## config.mk

```make
export PLATFORM = sky130hd
export DESIGN_NAME = pc_jump_unit
export DESIGN_NICKNAME = d
export VERILOG_FILES = /design/src/rtl/pc_jump_unit_pkg.sv /design/src/rtl/pc_ras.sv /design/src/rtl/pc_jump_unit.sv
export SDC_FILE = /design/constraint.sdc
export NUM_CORES = 1
export LEC_CHECK = 0
export ABC_CLOCK_PERIOD_IN_PS = 2000
export CORE_AREA = 2 2 116 118
export DETAILED_ROUTE_END_ITERATION = 12
export DIE_AREA = 0 0 118 120
export PLACE_DENSITY = 0.82
export SLEW_MARGIN = 40
export SYNTH_ARGS = -nofsm -noshare
export SYNTH_HDL_FRONTEND = slang
export SYNTH_SLANG_ARGS = --single-unit
export TNS_END_PERCENT = 20
```

## constraint.sdc

```tcl
create_clock -name clk -period 2 [get_ports clk]
set_input_delay 0.4 -clock clk [delete_from_list [all_inputs] [get_ports clk]]
set_output_delay 0.4 -clock clk [all_outputs]
set_load 0.01 [all_outputs]
```

## src/rtl/pc_jump_unit_pkg.sv

```systemverilog
// Shared definitions for the fetch-stage PC unit: request opcodes, FSM states, field widths.
package pc_jump_unit_pkg;

  localparam int OP_W       = 3;
  localparam int XLEN_DEF   = 32;
  localparam int JIMM_W_DEF = 26;
  localparam int BIMM_W_DEF = 16;

  localparam logic [OP_W-1:0] OP_SEQ = 3'd0;
  localparam logic [OP_W-1:0] OP_BR  = 3'd1;
  localparam logic [OP_W-1:0] OP_J   = 3'd2;
  localparam logic [OP_W-1:0] OP_JAL = 3'd3;
  localparam logic [OP_W-1:0] OP_JR  = 3'd4;
  localparam logic [OP_W-1:0] OP_RET = 3'd5;

  typedef enum logic [1:0] {
    ST_IDLE   = 2'd0,
    ST_RUN    = 2'd1,
    ST_BUBBLE = 2'd2,
    ST_HALT   = 2'd3
  } state_t;

endpackage

```

## src/rtl/pc_ras.sv

```systemverilog
// Circular return-address stack; a push when full overwrites the oldest entry.
module pc_ras #(
  parameter int DEPTH = 4,
  parameter int XLEN  = 32
) (
  input  logic            clk,
  input  logic            rst_n,
  input  logic            push,
  input  logic [XLEN-1:0] push_data,
  input  logic            pop,
  output logic [XLEN-1:0] top,
  output logic            empty
);

  localparam int AW = (DEPTH > 1) ? $clog2(DEPTH) : 1;
  localparam int CW = $clog2(DEPTH + 1);

  logic [XLEN-1:0] mem [DEPTH];
  logic [AW-1:0]   ptr;
  logic [CW-1:0]   count;
  logic [AW-1:0]   top_idx;

  // ptr names the next free slot, so the top lives one below it
  assign top_idx = ptr - AW'(1);
  assign top     = mem[top_idx];
  assign empty   = (count == '0);

  always_ff @(posedge clk or negedge rst_n) begin
    if (!rst_n) begin
      ptr   <= '0;
      count <= '0;
    end else if (push) begin
      ptr <= ptr + AW'(1);
      if (count != CW'(DEPTH)) count <= count + CW'(1);
    end else if (pop && !empty) begin
      ptr   <= ptr - AW'(1);
      count <= count - CW'(1);
    end
  end

  always_ff @(posedge clk) begin
    if (push) mem[ptr] <= push_data;
  end

endmodule

```

## src/rtl/pc_jump_unit.sv

```systemverilog
// Fetch PC holder and next-PC select; redirects cost one bubble cycle.
// Optional return-address stack enabled by defining PC_RAS_EN.
module pc_jump_unit
  import pc_jump_unit_pkg::*;
#(
  parameter int              XLEN      = XLEN_DEF,
  parameter int              JIMM_W    = JIMM_W_DEF,
  parameter int              BIMM_W    = BIMM_W_DEF,
  parameter logic [XLEN-1:0] RESET_PC  = '0,
  parameter int              RAS_DEPTH = 4
) (
  input  logic              clk,
  input  logic              rst_n,
  input  logic              pc_ready,
  input  logic              halt,
  input  logic              req_valid,
  input  logic [OP_W-1:0]   req_op,
  input  logic              req_taken,
  input  logic [XLEN-1:0]   req_pc4,
  input  logic [JIMM_W-1:0] req_imm26,
  input  logic [BIMM_W-1:0] req_imm16,
  input  logic [XLEN-1:0]   req_rs,
  output logic [XLEN-1:0]   pc,
  output logic              pc_valid,
  output logic [XLEN-1:0]   link_addr,
  output logic              misalign
);

  if (XLEN <= JIMM_W + 2 || XLEN <= BIMM_W + 2 || RAS_DEPTH < 2 ||
      (RAS_DEPTH & (RAS_DEPTH - 1)) != 0) begin : g_param_check
    $error("pc_jump_unit: illegal parameter combination");
  end

  state_t          state;
  logic            is_br, is_j, is_jal, is_jr, is_ret, redirect;
  logic [XLEN-1:0] br_target, j_target, rs_target, ret_target, target;
  logic            rs_misalign, ret_misalign, misalign_next;

  always_comb begin
    is_br  = 1'b0;
    is_j   = 1'b0;
    is_jal = 1'b0;
    is_jr  = 1'b0;
    is_ret = 1'b0;
    if (req_valid) begin
      case (req_op)
        OP_BR:   is_br  = 1'b1;
        OP_J:    is_j   = 1'b1;
        OP_JAL:  is_jal = 1'b1;
        OP_JR:   is_jr  = 1'b1;
        OP_RET:  is_ret = 1'b1;
        default: ;
      endcase
    end
  end

  assign redirect    = (is_br && req_taken) || is_j || is_jal || is_jr || is_ret;
  assign br_target   = req_pc4 + {{(XLEN-BIMM_W-2){req_imm16[BIMM_W-1]}}, req_imm16, 2'b00};
  assign j_target    = {req_pc4[XLEN-1:JIMM_W+2], req_imm26, 2'b00};
  assign rs_target   = {req_rs[XLEN-1:2], 2'b00};
  assign rs_misalign = |req_rs[1:0];

`ifdef PC_RAS_EN
  logic            ras_empty;
  logic [XLEN-1:0] ras_top;

  pc_ras #(
    .DEPTH (RAS_DEPTH),
    .XLEN  (XLEN)
  ) u_ras (
    .clk       (clk),
    .rst_n     (rst_n),
    .push      (is_jal),
    .push_data (req_pc4),
    .pop       (is_ret && !ras_empty),
    .top       (ras_top),
    .empty     (ras_empty)
  );

  // An empty stack falls back to the register operand, which alone can be misaligned
  assign ret_target   = ras_empty ? rs_target : ras_top;
  assign ret_misalign = ras_empty && rs_misalign;
`else
  assign ret_target   = rs_target;
  assign ret_misalign = rs_misalign;
`endif

  always_comb begin
    target        = br_target;
    misalign_next = 1'b0;
    if (is_j || is_jal) begin
      target = j_target;
    end else if (is_jr) begin
      target        = rs_target;
      misalign_next = rs_misalign;
    end else if (is_ret) begin
      target        = ret_target;
      misalign_next = ret_misalign;
    end
  end

  always_ff @(posedge clk or negedge rst_n) begin
    if (!rst_n) begin
      pc        <= RESET_PC;
      pc_valid  <= 1'b0;
      link_addr <= '0;
      misalign  <= 1'b0;
      state     <= ST_IDLE;
    end else begin
      misalign <= misalign_next;
      if (is_jal) link_addr <= req_pc4;
      // A redirect discards any unaccepted pc, independent of pc_ready
      if (redirect) begin
        pc       <= target;
        pc_valid <= 1'b0;
        state    <= halt ? ST_HALT : ST_BUBBLE;
      end else begin
        case (state)
          ST_IDLE, ST_BUBBLE: begin
            state    <= halt ? ST_HALT : ST_RUN;
            pc_valid <= !halt;
          end
          ST_RUN: begin
            if (halt) begin
              state    <= ST_HALT;
              pc_valid <= 1'b0;
            end else if (pc_valid && pc_ready) begin
              pc <= pc + XLEN'(4);
            end
          end
          ST_HALT: begin
            if (!halt) begin
              state    <= ST_RUN;
              pc_valid <= 1'b1;
            end
          end
          default: begin
            state    <= ST_IDLE;
            pc_valid <= 1'b0;
          end
        endcase
      end
    end
  end

endmodule

```

# Word-level counts from Yosys, hierarchy flattened
# Cells that the tools add are included.
# W data, S select, Z words.
[classes] addsub=2 n_mul=0 div_mod_pow=0 n_lt_le_gt_ge=0 eq_ne=11 n_shift=0 mux=30 n_bitwise=0 reduce_logical=15
[ops] operator="$mux W32" count=7
[ops] operator="$add A32 B3 Y32 const B" count=1
[ops] operator="$add A32 B32 Y32" count=1
[ops] operator="$mux W1" count=17
[ops] operator="$mux W2" count=4
[ops] operator="$eq A3 B2 Y1 const B" count=2
[ops] operator="$eq A3 B3 Y1 const B" count=2
[ops] operator="$ne A3 B3 Y1 const B" count=2
[ops] operator="$pmux W2 S3" count=1
[ops] operator="$logic_or A1 B1 Y1" count=5
[ops] operator="$eq A2 B2 Y1 const B" count=2
[ops] operator="$reduce_bool A2 Y1" count=2
[ops] operator="$reduce_or A2 Y1" count=2
[ops] operator="$eq A3 B1 Y1 const B" count=1
[ops] operator="$pmux W1 S3" count=1
[ops] operator="$reduce_and A3 Y1" count=1
[ops] operator="$eq A2 B1 Y1 const B" count=1
[ops] operator="$logic_and A1 B1 Y1" count=2
[ops] operator="$logic_not A2 Y1" count=1
[ops] operator="$ne A2 B1 Y1 const B" count=1
[ops] operator="$reduce_and A2 Y1" count=1
[ops] operator="$logic_not A1 Y1" count=1
[word_totals] ff_bits=68 latchBits=0 mem_bits_rw=0 rom_bits=0 elab_cells=63 mem_count=0

# Depth between registers and ports, before layout
[depth] word_depth=10 depth_mapped=10 ltp_nobuf=10

# Least setup slack after synthesis
# Ideal clock, no wire load.
[synth_timing] path_kind="input to register" startpoint="in req_pc4[2]" endpoint="reg pc[28]" setup_time_ps=104 arrival_ps=2496 required_time_ps=1896 slack_ps=-599 cell_stages=9 cell_sequence="ha_1 > fa_1 > a211oi_1 > o21ai_1 > o211ai_1 > a211oi_1 > o41ai_1 > xor2_1 > o311ai_1"
[synth_between] elab_chain_cells=5
[synth_rtl] item="from (decl)" line_no="pc_jump_unit.sv:19" rtl="input logic [XLEN-1:0] req_pc4,"
[synth_rtl] item="$add A32 B32 Y32" line_no="pc_jump_unit.sv:58" rtl="assign br_target = req_pc4 + {{(XLEN-BIMM_W-2){req_imm16[BIMM_W-1]}}, req_imm16, 2'b00};"
[synth_rtl] item="$mux W32" line_no="pc_jump_unit.sv:96" rtl="end else if (is_ret) begin"
[synth_rtl] item="$mux W32" line_no="pc_jump_unit.sv:93" rtl="end else if (is_jr) begin"
[synth_rtl] item="$mux W32" line_no="pc_jump_unit.sv:91" rtl="if (is_j || is_jal) begin"
[synth_rtl] item="$mux W32" line_no="pc_jump_unit.sv:113" rtl="if (redirect) begin"
[synth_rtl] item="to (signal assigned)" line_no="pc_jump_unit.sv:114" rtl="pc <= target;"
[synth_rtl] item="to (signal assigned)" line_no="pc_jump_unit.sv:128" rtl="pc <= pc + XLEN'(4);"
[synth_rtl] item="to (decl)" line_no="pc_jump_unit.sv:23" rtl="output logic [XLEN-1:0] pc,"
# Every way passes these cells.
# A chain may end at the register's enable or synchronous reset.

# Worst setup path in the final report
[layout_timing] startpoint="in req_pc4[23]" endpoint="reg pc[28]"
# The elaborated chain is that of the path after synthesis.

==> results.toml <==
[sta]
period_minus_slack_ps = 2450
min_period_over_period = 1.22
grt_setup_unrepaired = "true"
final.setup_skew_ps = 5.79
timing.slew.headroom = 0.658
fin_tns_setup_ps = -4650
drv_slew = 0
tightestPinTransition_ps = 512
endpoints_failing_setup = 25
finalWorstSetupSlack_ps = -447
final_hold_viol_count = 5
holdWs_ps = -3.65
fmax_mhz = 409

[yosys]
synth.top_cells.by_count = "68 x sky130_fd_sc_hd__dfrtp_1, 60 x sky130_fd_sc_hd__nand2_1, 57 x sky130_fd_sc_hd__a21oi_1, 46 x sky130_fd_sc_hd__nor2_1"
synth_flop_cell = "sky130_fd_sc_hd__dfrtp_1"
edff_count_synth = 0
ys_top_cells_by_area = "sky130_fd_sc_hd__dfrtp_1 32%, sky130_fd_sc_hd__ha_1 7.1%, sky130_fd_sc_hd__mux2_2 6.8%, sky130_fd_sc_hd__a21oi_1 5.4%, sky130_fd_sc_hd__nand2_1 4.3%"
synth_top_area_share = 0.321
synth_area_leader_cell = "sky130_fd_sc_hd__dfrtp_1"
synth-seq-cells = 68
synth-async-reset-ratio = 1.00
synth.cell_area_um2 = 5300
yosysWarningCount = 0
syn_nets = 757
yosys.cell_count.top_type = "sky130_fd_sc_hd__dfrtp_1"
post_synth_num_cell_types = 72
synth-seq-area-share = 0.321
synth.avg_cell_area_um2 = 8.67
syn-instance-count = 611

[cells_and_area]
finalNetCount = 1121
layout-drive-gt1-share = 0.379
area_delta_synth_final_pct = 83.7
area.sequential_um2 = 1700
multiInputGateArea_um2 = 4150
stdcell_area_um2 = 9730
antenna_cells = 0
fillers = 823
fin_util = 0.750

[cts]
max-clock-path-buffers = 2
cts_buffers = 9
clock_tree.root_cell = "sky130_fd_sc_hd__clkbuf_16"
tritoncts = "yes"
hold_buffers = 0
ctsHtreeMaxLevel = 3
cts_num_sinks = 68
clk-insertion-delay-late_ps = 350
cts.reportedPaths.clkPinSlew_ps = 60

[run_status]
violations = "hold timing, setup timing"
outcome = "finished with violations"

[detailed_routing]
routed_wl_mm = 23.5
dr_total_vias = 6916
drt_first_pass_iters = 6
route.detailed.vias_per_inst = 5.98
detail_route.iter0.violations = 693
ant_nets = 0
post_drt_wl_per_cell_um = 20.3
drt_drc_violations_left = 0

[power]
power.ir.vdd_worst_uv = 517
power.leakage_nw = 4.17
total_power_mw = 6.86
power.density_cell_area_nw_per_um2 = 705

[grt]
grt_pass1_vias = 6786
antenna_found_initial = 0
global_route.usage.total = 0.315
gr-total-overflow = 0
groute.layer.met2.usage = 0.529
wire_length_of_the_first_global_routing_pass_mm = 35.2
globalRouteMet1Util = 0.379
grt_busiest_layer = "met2"
gr-usage-met3 = 0.0613
pin_count_of_the_biggest_net_entering_global_routing = 43

[critical_path]
timing.critical_path.to_type = "flop"
required_ps = 2240
worst_ep_arrival_time_ps = 2680
critical_path_startpoint_category = "input port"
critPathMaxFanout = 6
crit_type = "in2reg"

[floorplan]
initial_utilization = 0.408
die_width_um = 118
floorplan.io_pins = 181
die_h_um = 120
floorplan_row_count = 42
core_area_um2 = 13000
design.die.area_um2 = 14200

[run]
timing.max_cap.violations = 0

[place]
hpwl_mm = 16.6
gp_congestion = 1.01
dpl_cell_area_um2 = 8660
place.port_buffers = 180

[hold_path]
hold_path.class = "in2async"
-- timing repair --
action / 4_1_cts / 5_1_grt
buffers inserted: 6 / 11
pin swaps: 64 / 40
setup endpoints to repair: 27 / 27
endpoints found under the hold margin: 0 / 0
resized for setup: 160 / 60
-- state kept, by name, indices dropped and copies added (netlist names) --
signal     count
link_addr     32
pc            32
state          2
misalign       1
pc_valid       1
-- routing by layer --
metal	wire, µm	vias up
met3	2110	145
met5	0	-
met1	8900	3256
met2	11000	469
met4	1540	0
li1	-	3046
-- kinds of logic after synthesis --
group | Yosys count | share of synthesized area
compound gates | 215 | 0.265
simple gates | 191 | 0.180
flops | 68 | 0.321
xor+xnor | 36 | 0.0595
buf+inv | 36 | 0.0276
mux | 34 | 0.0718
fa+ha+maj | 31 | 0.0747
-- final timing paths --
kind	from	to	slack (ps)	cells after the start
hold reg to reg	link_addr[30]	link_addr[30]	500	1
setup reg to reg	pc[3]	pc[26]	-110	9
min in group clk	req_pc4[8]	link_addr[8]	300	2
max in group asynchronous	rst_n	link_addr[4]	1390	2
setup / recovery	req_pc4[23]	pc[28]	-450	9
hold / removal	rst_n	link_addr[10]	-4	1
-- power by group --
part	leakage, nW	internal, mW	switching (mW)
combinational	3.22	1.72	1.41
clock	0.155	1.22	0.661
sequential	0.791	1.65	0.192
-- critical path, stage by stage --
cell,delay [ps]
sky130_fd_sc_hd__clkdlybuf4s50_1,530
sky130_fd_sc_hd__ha_4,240
sky130_fd_sc_hd__a21oi_2,150
sky130_fd_sc_hd__o21ai_1,140
sky130_fd_sc_hd__a21oi_1,260
sky130_fd_sc_hd__nor2_1,150
sky130_fd_sc_hd__o41ai_2,370
sky130_fd_sc_hd__xor2_1,130
sky130_fd_sc_hd__o311ai_1,310
-- final cells by class --
class / count / share of cell area
multi-input combinational: 507 / 0.427
timing repair buffer: 380 / 0.337
sequential: 68 / 0.175
clock buffer: 10 / 0.0235
tap: 176 / 0.0226
clock inverter: 6 / 0.0116
inverter: 9 / 0.00347
-- placed cells by master (no fill, tap or decap), types with 9 or more instances in the layout --
cell and n:
sky130_fd_sc_hd__clkbuf_16 9, sky130_fd_sc_hd__nand2_1 57, sky130_fd_sc_hd__xnor2_1 20, sky130_fd_sc_hd__a21oi_1 42
sky130_fd_sc_hd__o21ai_1 19, sky130_fd_sc_hd__nand3_1 18, sky130_fd_sc_hd__dfrtp_1 68, sky130_fd_sc_hd__a21o_1 17
sky130_fd_sc_hd__dlygate4sd2_1 17, sky130_fd_sc_hd__xor2_1 12, sky130_fd_sc_hd__ha_4 24, sky130_fd_sc_hd__o211ai_1 9
sky130_fd_sc_hd__clkdlybuf4s50_1 139, sky130_fd_sc_hd__buf_4 193, sky130_fd_sc_hd__nor2_1 40, sky130_fd_sc_hd__mux2_2 32
sky130_fd_sc_hd__inv_1 9, sky130_fd_sc_hd__a21oi_2 13, sky130_fd_sc_hd__o21ai_0 20, sky130_fd_sc_hd__clkbuf_2 12
-- per-stage QoR --
stage               setup slack, ps  cells
finish                         -447   1156
global route                   -515   1156
CTS                            -276   1146
detailed placement            -1100   1124
global placement               -971   1124
floorplan                      -472    611
Note: power is estimated with default switching activity, not from simulation.
